<file path="src/rtl/i_multibuf_controller_pkg.sv">
// Shared definitions for the multi-buffer line input path.
// Contents:
//   buf_state_t : ownership state of one line buffer (FREE / FILLING / FULL).
//                 The readout controller uses the same encoding.
//   clog2       : ceiling log2, usable in parameter expressions.
package i_multibuf_controller_pkg;

    typedef enum logic [1:0] {
        BUF_FREE    = 2'd0,
        BUF_FILLING = 2'd1,
        BUF_FULL    = 2'd2
    } buf_state_t;

    function automatic int clog2(input int value);
        int r;
        int v;
        r = 0;
        v = value - 1;
        while (v > 0) begin
            r++;
            v = v >> 1;
        end
        return r;
    endfunction

endpackage

</file>
<file path="src/rtl/i_multibuf_controller_packer.sv">
// Pixel-to-word packer. Pixels are packed little-endian: the first pixel of a
// word lands in bits [PIX_W-1:0].
// Ports:
//   clk, rst      : clock and synchronous active-high reset
//   i_clear       : drop any partially packed word
//   i_pix_valid   : i_pix is taken this cycle
//   i_pix         : pixel data
//   i_flush       : emit the partial word (zero-padded in its high pixels)
//   o_word        : word to be written (combinational, registered by the caller)
//   o_word_valid  : o_word is complete this cycle (full word or flush)
//   o_pix_cnt     : pixels currently held in the partial word
module i_multibuf_controller_packer
    import i_multibuf_controller_pkg::*;
#(
    parameter int PIX_W  = 8,
    parameter int WORD_W = 32,
    localparam int PPW   = WORD_W / PIX_W,
    localparam int CNT_W = clog2(PPW + 1)
) (
    input  logic              clk,
    input  logic              rst,
    input  logic              i_clear,
    input  logic              i_pix_valid,
    input  logic [PIX_W-1:0]  i_pix,
    input  logic              i_flush,
    output logic [WORD_W-1:0] o_word,
    output logic              o_word_valid,
    output logic [CNT_W-1:0]  o_pix_cnt
);

    logic [WORD_W-1:0] r_acc;
    logic [CNT_W-1:0]  r_cnt;
    logic [WORD_W-1:0] w_merged;
    logic              w_last;

    // The accumulator is cleared whenever a word leaves, so unfilled high
    // pixels of a flushed word are already zero.
    assign w_merged     = r_acc | (WORD_W'(i_pix) << (PIX_W * int'(r_cnt)));
    assign w_last       = (r_cnt == CNT_W'(PPW - 1));
    assign o_word_valid = i_pix_valid ? w_last : (i_flush && (r_cnt != '0));
    assign o_word       = i_pix_valid ? w_merged : r_acc;
    assign o_pix_cnt    = r_cnt;

    always_ff @(posedge clk) begin
        if (rst || i_clear) begin
            r_acc <= '0;
            r_cnt <= '0;
        end else if (i_pix_valid) begin
            if (w_last) begin
                r_acc <= '0;
                r_cnt <= '0;
            end else begin
                r_acc <= w_merged;
                r_cnt <= r_cnt + CNT_W'(1);
            end
        end else if (i_flush) begin
            r_acc <= '0;
            r_cnt <= '0;
        end
    end

endmodule

</file>
<file path="src/rtl/i_multibuf_controller.sv">
// Multi-buffer line input controller. Packs a DVI-style pixel stream into
// WORD_W-bit words and writes each line into one of N_BUFS line buffers that
// share a RAM (buffer b occupies words b*STRIDE .. b*STRIDE+STRIDE-1).
// Ports:
//   pclk, reset          : pixel clock, synchronous active-high reset
//   vsync, hsync, vde    : video timing (hsync unused)
//   i_data               : pixel data, taken each cycle vde=1
//   rel_valid, rel_idx   : consumer returns a FULL buffer to FREE
//   we, addr, o_data     : RAM write port
//   line_valid/line_buf/line_words/line_trunc : line-complete event
//   frame_valid/frame_lines                   : frame-start event with line count
//   overflow             : sticky, a line was dropped for lack of a FREE buffer
module i_multibuf_controller
    import i_multibuf_controller_pkg::*;
#(
    parameter int PIX_W        = 8,
    parameter int WORD_W       = 32,
    parameter int MAX_LINE_PIX = 2048,
    parameter int N_BUFS       = 2,
    parameter int ADDR_W       = 32,
    localparam int BIDX_W      = clog2(N_BUFS),
    localparam int LW_W        = clog2(MAX_LINE_PIX / (WORD_W / PIX_W)) + 1
) (
    input  logic              pclk,
    input  logic              reset,
    input  logic              vsync,
    input  logic              hsync,
    input  logic              vde,
    input  logic [PIX_W-1:0]  i_data,
    input  logic              rel_valid,
    input  logic [BIDX_W-1:0] rel_idx,
    output logic              we,
    output logic [ADDR_W-1:0] addr,
    output logic [WORD_W-1:0] o_data,
    output logic              line_valid,
    output logic [BIDX_W-1:0] line_buf,
    output logic [LW_W-1:0]   line_words,
    output logic              line_trunc,
    output logic              frame_valid,
    output logic [15:0]       frame_lines,
    output logic              overflow
);

    localparam int PPW    = WORD_W / PIX_W;
    localparam int STRIDE = MAX_LINE_PIX / PPW;
    localparam int SW     = clog2(STRIDE);
    localparam int PC_W   = clog2(MAX_LINE_PIX) + 1;
    localparam int CNT_W  = clog2(PPW + 1);

    logic              r_vde_d;
    logic              r_vsync_d;
    buf_state_t        r_state [N_BUFS];
    logic [BIDX_W-1:0] r_rr;
    logic [BIDX_W-1:0] r_fill_idx;
    logic              r_filling;
    logic [PC_W-1:0]   r_pix_cnt;
    logic [LW_W-1:0]   r_word_idx;
    logic              r_trunc;
    logic [15:0]       r_line_cnt;

    logic              w_line_start;
    logic              w_line_end;
    logic              w_frame_start;
    logic              w_abort;
    logic              w_line_done;
    logic              w_found;
    logic [BIDX_W-1:0] w_alloc;
    logic              w_start_ok;
    logic              w_active;
    logic [BIDX_W-1:0] w_cur_idx;
    logic [PC_W-1:0]   w_cur_pix;
    logic [LW_W-1:0]   w_cur_word;
    logic              w_room;
    logic              w_pix_take;
    logic              w_pix_over;
    logic [ADDR_W-1:0] w_addr;
    logic [WORD_W-1:0] w_word;
    logic              w_word_valid;
    logic [CNT_W-1:0]  w_pend;
    buf_state_t        w_state_rel  [N_BUFS];
    buf_state_t        w_state_next [N_BUFS];

    // hsync is kept only so the receiver can connect unchanged.
    logic w_unused_hsync;
    assign w_unused_hsync = hsync;

    assign w_line_start  = vde & ~r_vde_d;
    assign w_line_end    = ~vde & r_vde_d;
    assign w_frame_start = vsync & ~r_vsync_d;
    // A frame start while filling kills the line: no flush, no event, not counted.
    assign w_abort       = w_frame_start & r_filling;
    assign w_line_done   = w_line_end & r_filling & ~w_abort;

    // Releases are applied before the allocator looks at the buffers, so a
    // buffer released in the line-start cycle can be taken immediately.
    always_comb begin
        for (int b = 0; b < N_BUFS; b++) begin
            w_state_rel[b] = r_state[b];
            if (rel_valid && int'(rel_idx) == b && r_state[b] == BUF_FULL)
                w_state_rel[b] = BUF_FREE;
        end
    end

    // Round-robin search for a FREE buffer starting at r_rr.
    always_comb begin
        w_found = 1'b0;
        w_alloc = '0;
        for (int i = 0; i < N_BUFS; i++) begin
            int j;
            j = int'(r_rr) + i;
            if (j >= N_BUFS)
                j = j - N_BUFS;
            if (!w_found && w_state_rel[j] == BUF_FREE) begin
                w_found = 1'b1;
                w_alloc = BIDX_W'(j);
            end
        end
    end

    assign w_start_ok = w_line_start & w_found;
    assign w_active   = (r_filling & ~w_abort) | w_start_ok;

    // In the line-start cycle the per-line counters are not yet loaded, so
    // the fresh allocation and zero counts are used directly.
    assign w_cur_idx  = w_start_ok ? w_alloc : r_fill_idx;
    assign w_cur_pix  = w_start_ok ? '0 : r_pix_cnt;
    assign w_cur_word = w_start_ok ? '0 : r_word_idx;
    assign w_room     = (w_cur_pix < PC_W'(MAX_LINE_PIX));
    assign w_pix_take = vde & w_active & w_room;
    assign w_pix_over = vde & w_active & ~w_room;
    assign w_addr     = (ADDR_W'(w_cur_idx) << SW) | ADDR_W'(w_cur_word);

    always_comb begin
        for (int b = 0; b < N_BUFS; b++) begin
            w_state_next[b] = w_state_rel[b];
            if (w_abort && int'(r_fill_idx) == b)
                w_state_next[b] = BUF_FREE;
            if (w_line_done && int'(r_fill_idx) == b)
                w_state_next[b] = BUF_FULL;
            if (w_start_ok && int'(w_alloc) == b)
                w_state_next[b] = BUF_FILLING;
        end
    end

    i_multibuf_controller_packer #(
        .PIX_W  (PIX_W),
        .WORD_W (WORD_W)
    ) u_packer (
        .clk          (pclk),
        .rst          (reset),
        .i_clear      (w_abort),
        .i_pix_valid  (w_pix_take),
        .i_pix        (i_data),
        .i_flush      (w_line_done),
        .o_word       (w_word),
        .o_word_valid (w_word_valid),
        .o_pix_cnt    (w_pend)
    );

    always_ff @(posedge pclk) begin
        if (reset) begin
            r_vde_d     <= 1'b0;
            r_vsync_d   <= 1'b0;
            for (int b = 0; b < N_BUFS; b++)
                r_state[b] <= BUF_FREE;
            r_rr        <= '0;
            r_fill_idx  <= '0;
            r_filling   <= 1'b0;
            r_pix_cnt   <= '0;
            r_word_idx  <= '0;
            r_trunc     <= 1'b0;
            r_line_cnt  <= '0;
            we          <= 1'b0;
            addr        <= '0;
            o_data      <= '0;
            line_valid  <= 1'b0;
            line_buf    <= '0;
            line_words  <= '0;
            line_trunc  <= 1'b0;
            frame_valid <= 1'b0;
            frame_lines <= '0;
            overflow    <= 1'b0;
        end else begin
            r_vde_d   <= vde;
            r_vsync_d <= vsync;
            for (int b = 0; b < N_BUFS; b++)
                r_state[b] <= w_state_next[b];

            we <= w_word_valid;
            if (w_word_valid) begin
                addr   <= w_addr;
                o_data <= w_word;
            end

            // The partial word (if any) is written in the same cycle as line_valid.
            line_valid <= w_line_done;
            if (w_line_done) begin
                line_buf   <= r_fill_idx;
                line_words <= r_word_idx + LW_W'(w_pend != '0);
                line_trunc <= r_trunc;
            end

            if (w_start_ok) begin
                r_filling  <= 1'b1;
                r_fill_idx <= w_alloc;
                r_rr       <= (int'(w_alloc) == N_BUFS - 1) ? '0 : w_alloc + BIDX_W'(1);
            end else if (w_abort || w_line_done) begin
                r_filling  <= 1'b0;
            end

            if (w_line_start && !w_found)
                overflow <= 1'b1;

            if (w_active) begin
                r_pix_cnt  <= w_cur_pix + PC_W'(w_pix_take);
                r_word_idx <= w_cur_word + LW_W'(w_word_valid);
                r_trunc    <= (r_trunc & ~w_start_ok) | w_pix_over;
            end

            if (w_frame_start)
                r_line_cnt <= '0;
            else if (w_line_done && r_line_cnt != 16'hFFFF)
                r_line_cnt <= r_line_cnt + 16'd1;

            frame_valid <= w_frame_start && (r_line_cnt != '0);
            if (w_frame_start && (r_line_cnt != '0))
                frame_lines <= r_line_cnt;
        end
    end

endmodule

</file>
<file path="config.mk">
export PLATFORM = sky130hd
export DESIGN_NAME = i_multibuf_controller
export DESIGN_NICKNAME = d
export VERILOG_FILES = /design/src/rtl/i_multibuf_controller_pkg.sv /design/src/rtl/i_multibuf_controller_packer.sv /design/src/rtl/i_multibuf_controller.sv
export SDC_FILE = /design/constraint.sdc
export NUM_CORES = 1
export LEC_CHECK = 0
export ABC_CLOCK_PERIOD_IN_PS = 3800
export BUFFER_PORTS_ARGS = -buffer_cell sky130_fd_sc_hd__buf_2
export CORE_ASPECT_RATIO = 1.2
export CORE_MARGIN = 3
export CORE_UTILIZATION = 47
export CTS_CLUSTER_DIAMETER = 120
export CTS_CLUSTER_SIZE = 28
export DETAILED_ROUTE_END_ITERATION = 6
export PLACE_DENSITY = 0.68
export SLEW_MARGIN = 25
export SYNTH_ARGS = -nofsm -noshare
export SYNTH_HDL_FRONTEND = slang
export SYNTH_SLANG_ARGS = --single-unit
</file>
<file path="constraint.sdc">
create_clock -name pclk -period 3.8 [get_ports pclk]
set_clock_uncertainty 0.15 [all_clocks]
set_input_delay 0.76 -clock pclk [delete_from_list [all_inputs] [get_ports pclk]]
set_output_delay 0.76 -clock pclk [all_outputs]
set_load 0.1 [all_outputs]
</file>
Word-level counts from Yosys, hierarchy flattened
Memory sizes are Yosys's and may differ from the RTL's.
Cells that the tools add are included.
{"block": "op_classes", "addsub": 9, "order_cmp": 5, "n_eq_ne": 4, "shifts": 1, "n_mux": 39, "bitwise_logic": 29, "reduce_logical": 26}
{"cell": "$mux 32", "n": 6}
{"cell": "$ge 32x2->1 const B", "n": 2}
{"cell": "$not 32->32", "n": 2}
{"cell": "$mux 2", "n": 16}
{"cell": "$or 32x32->32", "n": 1}
{"cell": "$shl 8x6->32", "n": 1}
{"cell": "$add 10x1->10", "n": 2}
{"cell": "$add 16x1->16 const B", "n": 1}
{"cell": "$ne 16x16->1 const B", "n": 1}
{"cell": "$reduce_bool 16->1", "n": 1}
{"cell": "$logic_and 1x1->1", "n": 15}
{"cell": "$add 12x1->12", "n": 1}
{"cell": "$and 1x1->1", "n": 12}
{"cell": "$lt 12x12->1 const B", "n": 1}
{"cell": "$mux 1", "n": 12}
{"cell": "$mux 12", "n": 1}
{"cell": "$mux 10", "n": 1}
{"cell": "$or 10x10->10", "n": 1}
{"cell": "$mux 3", "n": 3}
{"cell": "$not 1->1", "n": 9}
{"cell": "$eq 2x2->1 const B", "n": 2}
{"cell": "$logic_not 2->1", "n": 2}
{"cell": "$or 1x1->1", "n": 4}
{"cell": "$reduce_bool 2->1", "n": 2}
{"cell": "12 further kinds", "n": 14}
{"block": "totals", "register_bits": 175, "ramBits": 4, "input_bits": 15, "n_memories": 1}
{"name": "r_state", "words": 2, "word_bits": 2, "rd": 2, "rd_ports_with_merged_regs": 0, "write_ports": 2, "line": "i_multibuf_controller.sv:52", "text": "buf_state_t r_state [N_BUFS];"}

Logic depth before layout (Yosys ltp)
Gate-level depths: netlist of the first run.
{"block": "depth", "ltp_word": 18, "depth_mapped": 14, "ltp_nobuf": 12}

Cells and area by module
Synthesis of the first run repeated with hierarchy kept, for this count alone.
{"block": "unflattened", "cells_unflattened": 793, "area_unflattened_um2": 7000.5}
{"mod": "i_multibuf_controller", "n_inst": 1, "cells_each": 572, "area_each_um2": 5201.2, "seq_area_each_um2": 2442.3}
{"mod": "i_multibuf_controller_packer", "n_inst": 1, "cells_each": 221, "area_each_um2": 1799.2, "seq_area_each_um2": 700.7}

Least setup slack after synthesis of the first run
Ideal clock, no wire load.
{"block": "synth_timing", "kind": "input port to flip-flop", "startpoint": "in rel_idx", "endpoint": "reg r_word_idx[9]", "setup_time_ns": 0.124, "t_arrival_ns": 3.237, "path_slack_ns": 0.290, "cell_stages": 13, "path_cell_list": "nand2b_1 -> a211o_1 -> a31o_1 -> buf_6 -> and2_1 -> buf_6 -> clkinv_1 -> ha_1 -> nand3_1 -> or4b_2 -> nor2_1 -> xnor2_1 -> nor2_1"}
{"block": "synth_between", "elab_chain_cells": 18}
{"item": "start, declared", "line": "i_multibuf_controller.sv:31", "text": "input logic [BIDX_W-1:0] rel_idx,"}
{"item": "$not 1->1", "line": "i_multibuf_controller.sv:99", "text": "if (rel_valid && int'(rel_idx) == b && r_state[b] == BUF_FULL)"}
{"item": "$logic_and 1x1->1 (2 in series)", "line": "i_multibuf_controller.sv:99"}
{"item": "$mux 2", "line": "i_multibuf_controller.sv:99"}
{"item": "$mux 2 (implied by the code) (3 in series)", "line": "i_multibuf_controller.sv:113", "text": "if (!w_found && w_state_rel[j] == BUF_FREE) begin"}
{"item": "$logic_not 2->1", "line": "i_multibuf_controller.sv:113"}
{"item": "$mux 1", "line": "i_multibuf_controller.sv:113"}
{"item": "$logic_not 1->1", "line": "i_multibuf_controller.sv:113"}
{"item": "$logic_and 1x1->1", "line": "i_multibuf_controller.sv:113"}
{"item": "$mux 1 (*)", "line": "i_multibuf_controller.sv:113"}
{"item": "$and 1x1->1 (*)", "line": "i_multibuf_controller.sv:120", "text": "assign w_start_ok = w_line_start & w_found;"}
{"item": "$mux 12 / $or 1x1->1 (equally long branches)", "line": "i_multibuf_controller.sv:126, i_multibuf_controller.sv:121"}
{"item": "$lt 12x12->1 / $and 1x1->1 (equally long branches)", "line": "i_multibuf_controller.sv:128, i_multibuf_controller.sv:129"}
{"item": "$and 1x1->1 (*)", "line": "i_multibuf_controller.sv:129", "text": "assign w_pix_take = vde & w_active & w_room;"}
{"item": "$mux 1 (*)", "line": "i_multibuf_controller_packer.sv:40", "text": "assign o_word_valid = i_pix_valid ? w_last : (i_flush && (r_cnt != '0));"}
{"item": "net u_packer.o_word_valid", "line": "i_multibuf_controller_packer.sv:27", "text": "output logic o_word_valid,"}
{"item": "$add 10x1->10 (*)", "line": "i_multibuf_controller.sv:216", "text": "r_word_idx <= w_cur_word + LW_W'(w_word_valid);"}
{"item": "end signal, assigned", "line": "i_multibuf_controller.sv:216"}
{"item": "end, declared", "line": "i_multibuf_controller.sv:57", "text": "logic [LW_W-1:0] r_word_idx;"}
The timed path passes the listed nets; every way through them passes the cells marked *. The select of a mux whose other input is x is not followed.
A chain may end at the register's enable or synchronous reset.

Worst setup path after layout of the first run
{"block": "layout_timing", "startpoint": "in rel_idx", "endpoint": "reg r_pix_cnt[10]"}
{"block": "layout_between", "elab_chain_cells": 17}
{"item": "$not 1->1", "line": "i_multibuf_controller.sv:99"}
{"item": "$logic_and 1x1->1 (2 in series)", "line": "i_multibuf_controller.sv:99"}
{"item": "$mux 2", "line": "i_multibuf_controller.sv:99"}
{"item": "$mux 2 (implied by the code) (3 in series)", "line": "i_multibuf_controller.sv:113"}
{"item": "$logic_not 2->1", "line": "i_multibuf_controller.sv:113"}
{"item": "$mux 1", "line": "i_multibuf_controller.sv:113"}
{"item": "$logic_not 1->1", "line": "i_multibuf_controller.sv:113"}
{"item": "$logic_and 1x1->1", "line": "i_multibuf_controller.sv:113"}
{"item": "$mux 1 (*)", "line": "i_multibuf_controller.sv:113"}
{"item": "$and 1x1->1 (*)", "line": "i_multibuf_controller.sv:120"}
{"item": "$mux 12 / $or 1x1->1 (equally long branches)", "line": "i_multibuf_controller.sv:126, i_multibuf_controller.sv:121"}
{"item": "$lt 12x12->1 / $and 1x1->1 (equally long branches)", "line": "i_multibuf_controller.sv:128, i_multibuf_controller.sv:129"}
{"item": "$and 1x1->1", "line": "i_multibuf_controller.sv:129"}
{"item": "$add 12x1->12", "line": "i_multibuf_controller.sv:215", "text": "r_pix_cnt <= w_cur_pix + PC_W'(w_pix_take);"}
{"item": "end signal, assigned", "line": "i_multibuf_controller.sv:215"}
{"item": "end, declared", "line": "i_multibuf_controller.sv:56", "text": "logic [PC_W-1:0] r_pix_cnt;"}
Every way passes the cells marked *; elsewhere a longest branch is shown, timed or not. The select of a mux whose other input is x is not followed.

==> impl_summary.txt, run 1 <==
----------------------------------------------------
[Drt]
  Via count ... 5697
  Wire length on met3 ... 568 um
  Number of remaining DRC errors ... 0
  First-pass DRT Iterations ... 5
  Detail Route Antenna Nets ... 0
  Via/cell ratio ... 5.26
  Count of routing violations after the opening detailed-route iteration ... 368
  Uppermost signal routing layer after detailed routing ... met4
  Wire per inst ... 15.1 um
  Met2 routed WL ... 8.11 mm
  WL met1 ... 7.46 mm
  Wirelength, routed ... 16.4 mm

[Place]
  Dpl hpwl ... 11.1 mm
  Cell Count Post-Placement ... 1051
  GP Congestion ... 0.805
  Total placed instance area ... 7450 sq um
  Input/output buffers ... 87

[Power]
  Clock power share ... 45.1%
  Net load switching power ... 1.11 mW
  Power per cell area ... 498 nW/um^2
  Standby leakage power ... 3.14 nW
  IR Drop Worst-Case VDD ... 277 uV
  Combinational share of power ... 12.1%
  Sw Share ... 27.6%
  Total Power ... 4.03 mW
  Int Pwr ... 2.92 mW
  Sequential power share ... 42.8%

[Critical path]
  Crit path capture type ... flop
  Critical path arrival ... 3.22 ns
  Kind of critical path ... input port to flop
  CP Max Fanout ... 13
  Crit path required time ... 3.94 ns
  Launching element type of the critical path ... input port

[Synth]
  Library cell occupying the most area in the post-synthesis netlist ... dfxtp_1
  Post-synth EDFFs ... 0
  Mapped cell area ... 6960 sq um
  Asr flop ratio synth ... 0%
  Ranking of synthesized cells by area ... dfxtp_1, nor2_1, a211oi_1
  Seq/Total Area, Yosys ... 45.1%
  Synth cell types ... 52
  Share of Yosys cell area claimed by the top area cell type ... 45.1%
  Top FF cell, synth ... dfxtp_1
  Number of register bits inferred by synthesis ... 157
  Number of instances in the synthesized netlist ... 800
  Synth Area per Inst ... 8.70 sq um
  Count of warnings emitted by yosys ... 0

[Global route]
  Global-route wire length before repair ... 27.5 mm
  Antenna violations before repair ... 0
  Largest net degree at the start of global routing ... 49
  Global Route Usage Sum ... 20.9%
  Residual overflow from global routing ... 0
  Number of global-route vias before repair ... 5513

[Final layout]
  Area taken by flip-flops and latches ... 3140 sq um
  Multi-input gate area in the final layout ... 3310 sq um
  Share of final-layout standard cells stronger than drive strength 1 ... 16.4%
  Post-Layout Cell Count ... 1083
  Final design area excluding fillers ... 8090 sq um
  Area growth from synthesis to layout ... 16.1%
  Filler cells ... 1372
  Post-layout net count ... 895
  Number of antenna diodes ... 0

[Timing]
  Number of pins exceeding their max-slew limit in the final report ... 0
  Final-layout setup total negative slack ... 0 ns
  RSZ-0062 raised after global routing ... false
  Maximum frequency from static timing analysis ... 324 MHz
  Worst hold margin ... 0.301 ns
  Relative slew slack ... 42.7%
  Fin crit share ... 81.2%
  Number of endpoints failing setup at the final stage ... 0
  Slew of the pin with the lowest slew margin ... 0.852 ns
  Hold violation total from the final report ... 0
  Tmin final ... 3.08 ns

[Floorplan]
  Number of cell rows ... 48
  Overall die width ... 117 um
  Floorplan Core Area ... 14500 sq um
  Ports ... 111
  Starting density of the core ... 48.1%
  Die area ... 16300 sq um
  Die height ... 139 um

[Clock network]
  Number of gates resized after cts ... 0
  Clock transition at path regs ... 0.06 ns
  Number of levels in the clock H-tree ... 4
  CTS tree ... done
  Clock buffers created by TritonCTS ... 17
  Hold bufs inserted after CTS ... 0
  Total setup buffers inserted after CTS ... 0
  Source-to-sink clock delay at the later pin of the worst-skew pair ... 0.42 ns
  Number of clock sinks ... 157
  Master cell of the clock root buffer ... clkbuf_16
  Buffer depth of the longest clock path ... 2

[Hold path]
  Kind of path behind the tightest hold check ... flop to flop

[Status]
  Result of the run ... completed

[Run]
  MaxCap Viol Count ... 0

----------------------------------------------------
-- power groups by stage --
| stage | Clock, mW | Sequential (mW) | Combinational (mW) |
|---|---|---|---|
| 3_5_place_dp | 0 | 1.76 | 0.486 |
| 4_1_cts | 1.84 | 1.72 | 0.487 |
| 6_report | 1.82 | 1.72 | 0.486 |
| 3_3_place_gp | 0 | 1.76 | 0.483 |
| 5_1_grt | 1.92 | 1.73 | 0.530 |
| 2_1_floorplan | 0 | 1.84 | 0.331 |
-- worst max-delay path, cell delays in order --
cell	delay, ns
buf_2	0.10
nand2b_1	0.23
a211o_1	0.35
buf_4	0.19
and3_1	0.20
inv_2	0.06
ha_1	0.22
ha_1	0.27
and3_1	0.22
nand4_1	0.14
nor3_1	0.27
xnor2_1	0.15
nor2_1	0.06
-- final cells by class --
| class | count | share of cell area [%] |
|---|---|---|
| well taps | 200 | 3.10 |
| flip-flops and latches | 157 | 38.9 |
| clock buffers | 19 | 5.48 |
| multi-input cells | 539 | 40.9 |
| repair buffers | 103 | 6.87 |
| inverters | 52 | 2.41 |
| clock inverters | 13 | 2.32 |
-- logic make-up (layout without fill, tap and decap cells) --
| family | Yosys count | in the layout | synth area share [%] |
|---|---|---|---|
| AOI/OAI and AO/OA | 177 | 177 | 18.3 |
| adders and majority gates | 10 | 10 | 1.80 |
| xor gates and xnor gates | 30 | 30 | 3.77 |
| muxes | 18 | 18 | 2.59 |
| DFF | 157 | 157 | 45.1 |
| other | 1 | 22 | 0.0539 |
| buffers and inverters | 125 | 187 | 8.59 |
| and+or+nand+nor | 282 | 282 | 19.8 |
-- per-layer routing --
metal | up-vias | global-route usage [%]
li1 | 2906 | -
met1 | 2658 | 26.7
met2 | 116 | 34.6
met3 | 17 | 4.52
met4 | 0 | 7.00
met5 | - | 0
-- layout by cell type (no fill, tap or decap), drive strengths merged, types with 11 or more instances in the layout --
master  netlist  final
nand2b       27     27
o32ai        11     11
inv          51     54
o21ai        11     11
nor2b        22     22
nand4        13     13
and3         11     11
nand3        17     17
nor2        117    117
a221oi       33     33
buf          41    103
a21oi        49     49
xnor2        14     14
xor2         16     16
conb          1     22
dfxtp       157    157
a211oi       41     41
nand2        38     38
mux2i        18     18
clkbuf       32     19
-- metrics by stage --
stage          utilization, %  setup slack, ns
6_report                 55.9            0.715
5_1_grt                  55.9            0.544
4_1_cts                  55.9            0.750
3_5_place_dp             51.5            0.344
3_3_place_gp             51.5            0.356
2_1_floorplan               -            0.290
-- worst paths after layout --
| check | start | end | slack (ns) | depth (start not counted) |
|---|---|---|---|---|
| worst max-delay path | rel_idx | r_pix_cnt[10]$_SDFFE_PP0N_ | 0.72 | 13 |
| worst min-delay path | o_data[6]$_SDFFE_PP0P_ | o_data[6]$_SDFFE_PP0P_ | 0.30 | 2 |
| worst max register to register | u_packer.o_pix_cnt[2]$_SDFFE_PP0P_ | r_word_idx[9]$_SDFFE_PP0N_ | 0.82 | 11 |
| worst min register to register | o_data[6]$_SDFFE_PP0P_ | o_data[6]$_SDFFE_PP0P_ | 0.30 | 2 |
-- flip-flops by register name (all words and copies together), names as in the netlist, 3 cells and up --
register and flops:
r_pix_cnt 12, r_line_cnt 16, u_packer.o_pix_cnt 3, addr 10, frame_lines 16, r_word_idx 10, line_words 10, u_packer.r_acc 32
o_data 32, r_state 4
-- cells in the mapped netlist, types with 4 or more instances --
library cell,number
o21ai_0,10
nor2_1,117
xnor2_1,14
mux2i_1,18
nand3_1,17
inv_1,50
buf_1,7
a31oi_1,8
a21oi_1,49
clkbuf_1,32
a211oi_1,41
dfxtp_1,157
nand2b_1,27
nor3_1,9
ha_1,10
or4_1,5
and4_1,4
o32ai_1,11
buf_2,7
buf_4,22
xor2_1,16
or3_1,5
and3_1,11
nand2_1,38
o211ai_1,7
nand4_1,13
nor2b_1,22
buf_6,5
a221oi_1,33
(Power assumes the default switching activity.)
==> run 2: changes to the inputs <==
--- a/config.mk
+++ b/config.mk
@@ -5,7 +5,7 @@
 export SDC_FILE = /design/constraint.sdc
 export NUM_CORES = 1
 export LEC_CHECK = 0
-export ABC_CLOCK_PERIOD_IN_PS = 3800
+export ABC_CLOCK_PERIOD_IN_PS = 3000
 export BUFFER_PORTS_ARGS = -buffer_cell sky130_fd_sc_hd__buf_2
 export CORE_ASPECT_RATIO = 1.2
 export CORE_MARGIN = 3
==> constraint.sdc (replaced) <==
create_clock -name pclk -period 3 [get_ports pclk]
set_clock_uncertainty 0.15 [all_clocks]
set_input_delay 0.6 -clock pclk [delete_from_list [all_inputs] [get_ports pclk]]
set_output_delay 0.6 -clock pclk [all_outputs]
set_load 0.1 [all_outputs]
==> impl_summary.txt, run 2 (synthesis results as in run 1) <==
----------------------------------------------------
[Status]
  Result of the run ... completed

[Global route]
  Residual overflow from global routing ... 0
  Largest net degree at the start of global routing ... 36
  Antenna violations before repair ... 0
  Global-route wire length before repair ... 26.7 mm
  Number of global-route vias before repair ... 5432
  Global Route Usage Sum ... 20.3%

[Timing]
  Maximum frequency from static timing analysis ... 371 MHz
  Hold violation total from the final report ... 0
  Number of pins exceeding their max-slew limit in the final report ... 0
  Tmin final ... 2.69 ns
  RSZ-0062 raised after global routing ... false
  Slew of the pin with the lowest slew margin ... 0.889 ns
  Fin crit share ... 89.8%
  Number of endpoints failing setup at the final stage ... 0
  Relative slew slack ... 40.3%
  Final-layout setup total negative slack ... 0 ns

[Power]
  Clock power share ... 42.9%
  Sw Share ... 27.7%
  Net load switching power ... 1.37 mW
  Standby leakage power ... 3.19 nW
  Int Pwr ... 3.57 mW
  Combinational share of power ... 13.0%
  Sequential power share ... 44.1%
  Power per cell area ... 601 nW/um^2
  IR Drop Worst-Case VDD ... 326 uV

[Final layout]
  Share of final-layout standard cells stronger than drive strength 1 ... 18.7%
  Most common library cell in the layout ignoring fill and taps ... dfxtp_1
  Post-Layout Cell Count ... 1097
  Commonest cells after routing, fill and taps aside ... dfxtp_1, nor2_1, buf_2
  Registers with the most flip-flops ... o_data: 32 flops, u_packer.r_acc: 32 flops
  Post-layout net count ... 911
  Number of antenna diodes ... 0
  Layout Utilization ... 56.8%
  Area growth from synthesis to layout ... 18.0%

[Critical path]
  R2R Setup Slk ... 0.31 ns
  CP Max Fanout ... 5
  Critical-path cell with the highest stage delay ... or4b_4
  Critical path arrival ... 2.85 ns
  Longest individual stage delay on the worst path ... 0.57 ns
  Kind of critical path ... flop to flop
  Crit path capture type ... flop
  Buffers and inverters on the worst path ... 1
  Sequence of cells on the critical path ... ha_1 -> nor2b_1 -> nand2_1 -> a31o_1 -> and2_4 -> clkinv_8 -> ha_4 -> nand3_2 -> or4b_4 -> nor2_2 -> xnor2_1 -> nor2_1
  Gate family responsible for the most delay along the worst path ... simple AND/OR/NAND/NOR gates
  Critical path startpoint ... u_packer.o_pix_cnt[0]$_SDFFE_PP0P_
  Launching element type of the critical path ... flop
  Crit path required time ... 3.16 ns
  Reg2Reg Launch Point ... u_packer.o_pix_cnt[0]$_SDFFE_PP0P_

[Drt]
  Count of routing violations after the opening detailed-route iteration ... 354
  Number of remaining DRC errors ... 0
  First-pass DRT Iterations ... 5
  Via/cell ratio ... 5.31
  Wirelength, routed ... 16.2 mm
  Wire per inst ... 14.7 um
  Detail Route Antenna Nets ... 0
  Via count ... 5828

[Clock network]
  Number of levels in the clock H-tree ... 4
  Hold bufs inserted after CTS ... 0
  CTS tree ... done
  Master cell of the clock root buffer ... clkbuf_16
  Number of gates resized after cts ... 0
  Source-to-sink clock delay at the later pin of the worst-skew pair ... 0.43 ns
  Buffer depth of the longest clock path ... 2
  Clock buffers created by TritonCTS ... 17
  Clock transition at path regs ... 0.06 ns
  Number of clock sinks ... 157
  Total setup buffers inserted after CTS ... 0

[Floorplan]
  Die area ... 16300 sq um
  Overall die width ... 117 um
  Ports ... 111
  Starting density of the core ... 48.1%
  Die height ... 139 um
  Floorplan Core Area ... 14500 sq um
  Number of cell rows ... 48

[Place]
  Cell Count Post-Placement ... 1067
  Input/output buffers ... 87
  Dpl hpwl ... 11.2 mm
  GP Congestion ... 0.822

[Hold path]
  Kind of path behind the tightest hold check ... input port to flop
  Worst Hold Launch ... vsync

[Run]
  MaxCap Viol Count ... 0

----------------------------------------------------
[run 2: routing by layer]
layer  global-route usage (%)  up-vias  share of wire [%]
met1                     26.6     2747                 46
met4                     7.79        0                1.5
li1                         -     2938                  -
met5                        0        -                  0
met2                     32.5      125                 50
met3                     4.57       18                3.3
[run 2: metrics by stage]
step	total power [mW]	hold WS (ns)	instance area [sq um]	setup slack, ns
5_1_grt	5.14	0.279	8220	0.145
4_1_cts	4.98	0.253	8220	0.317
3_3_place_gp	2.86	0.286	7630	0.0762
2_1_floorplan	2.75	0.277	7100	-0.00419
3_5_place_dp	2.86	0.292	7630	0.0583
6_report	4.94	0.267	8220	0.307
[run 2: power by group through the flow]
| stage | logic [mW] | clock network (mW) | registers (mW) |
|---|---|---|---|
| after global placement | 0.637 | 0 | 2.22 |
| after global routing | 0.694 | 2.26 | 2.19 |
| after detailed placement | 0.639 | 0 | 2.22 |
| final | 0.642 | 2.12 | 2.18 |
| after floorplan | 0.424 | 0 | 2.33 |
| after CTS | 0.641 | 2.16 | 2.18 |
[run 2: worst paths after layout]
path	end	depth (start not counted)
worst max-delay path	r_word_idx[7]$_SDFFE_PP0N_	12
worst min-delay path	r_vsync_d$_SDFF_PP0_	2
worst max register to register	r_word_idx[7]$_SDFFE_PP0N_	12
worst min register to register	r_pix_cnt[0]$_SDFFE_PP0N_	2
[run 2: cell type report]
type / instances / area [sq um]
Clock buffer: 21 / 470
Timing Repair Buffer: 119 / 676
Tap cell: 200 / 250
Fill cell: 1360 / 6260
Clock inverter: 9 / 114
Inverter: 52 / 208
Sequential cell: 157 / 3140
Multi-Input combinational cell: 539 / 3360
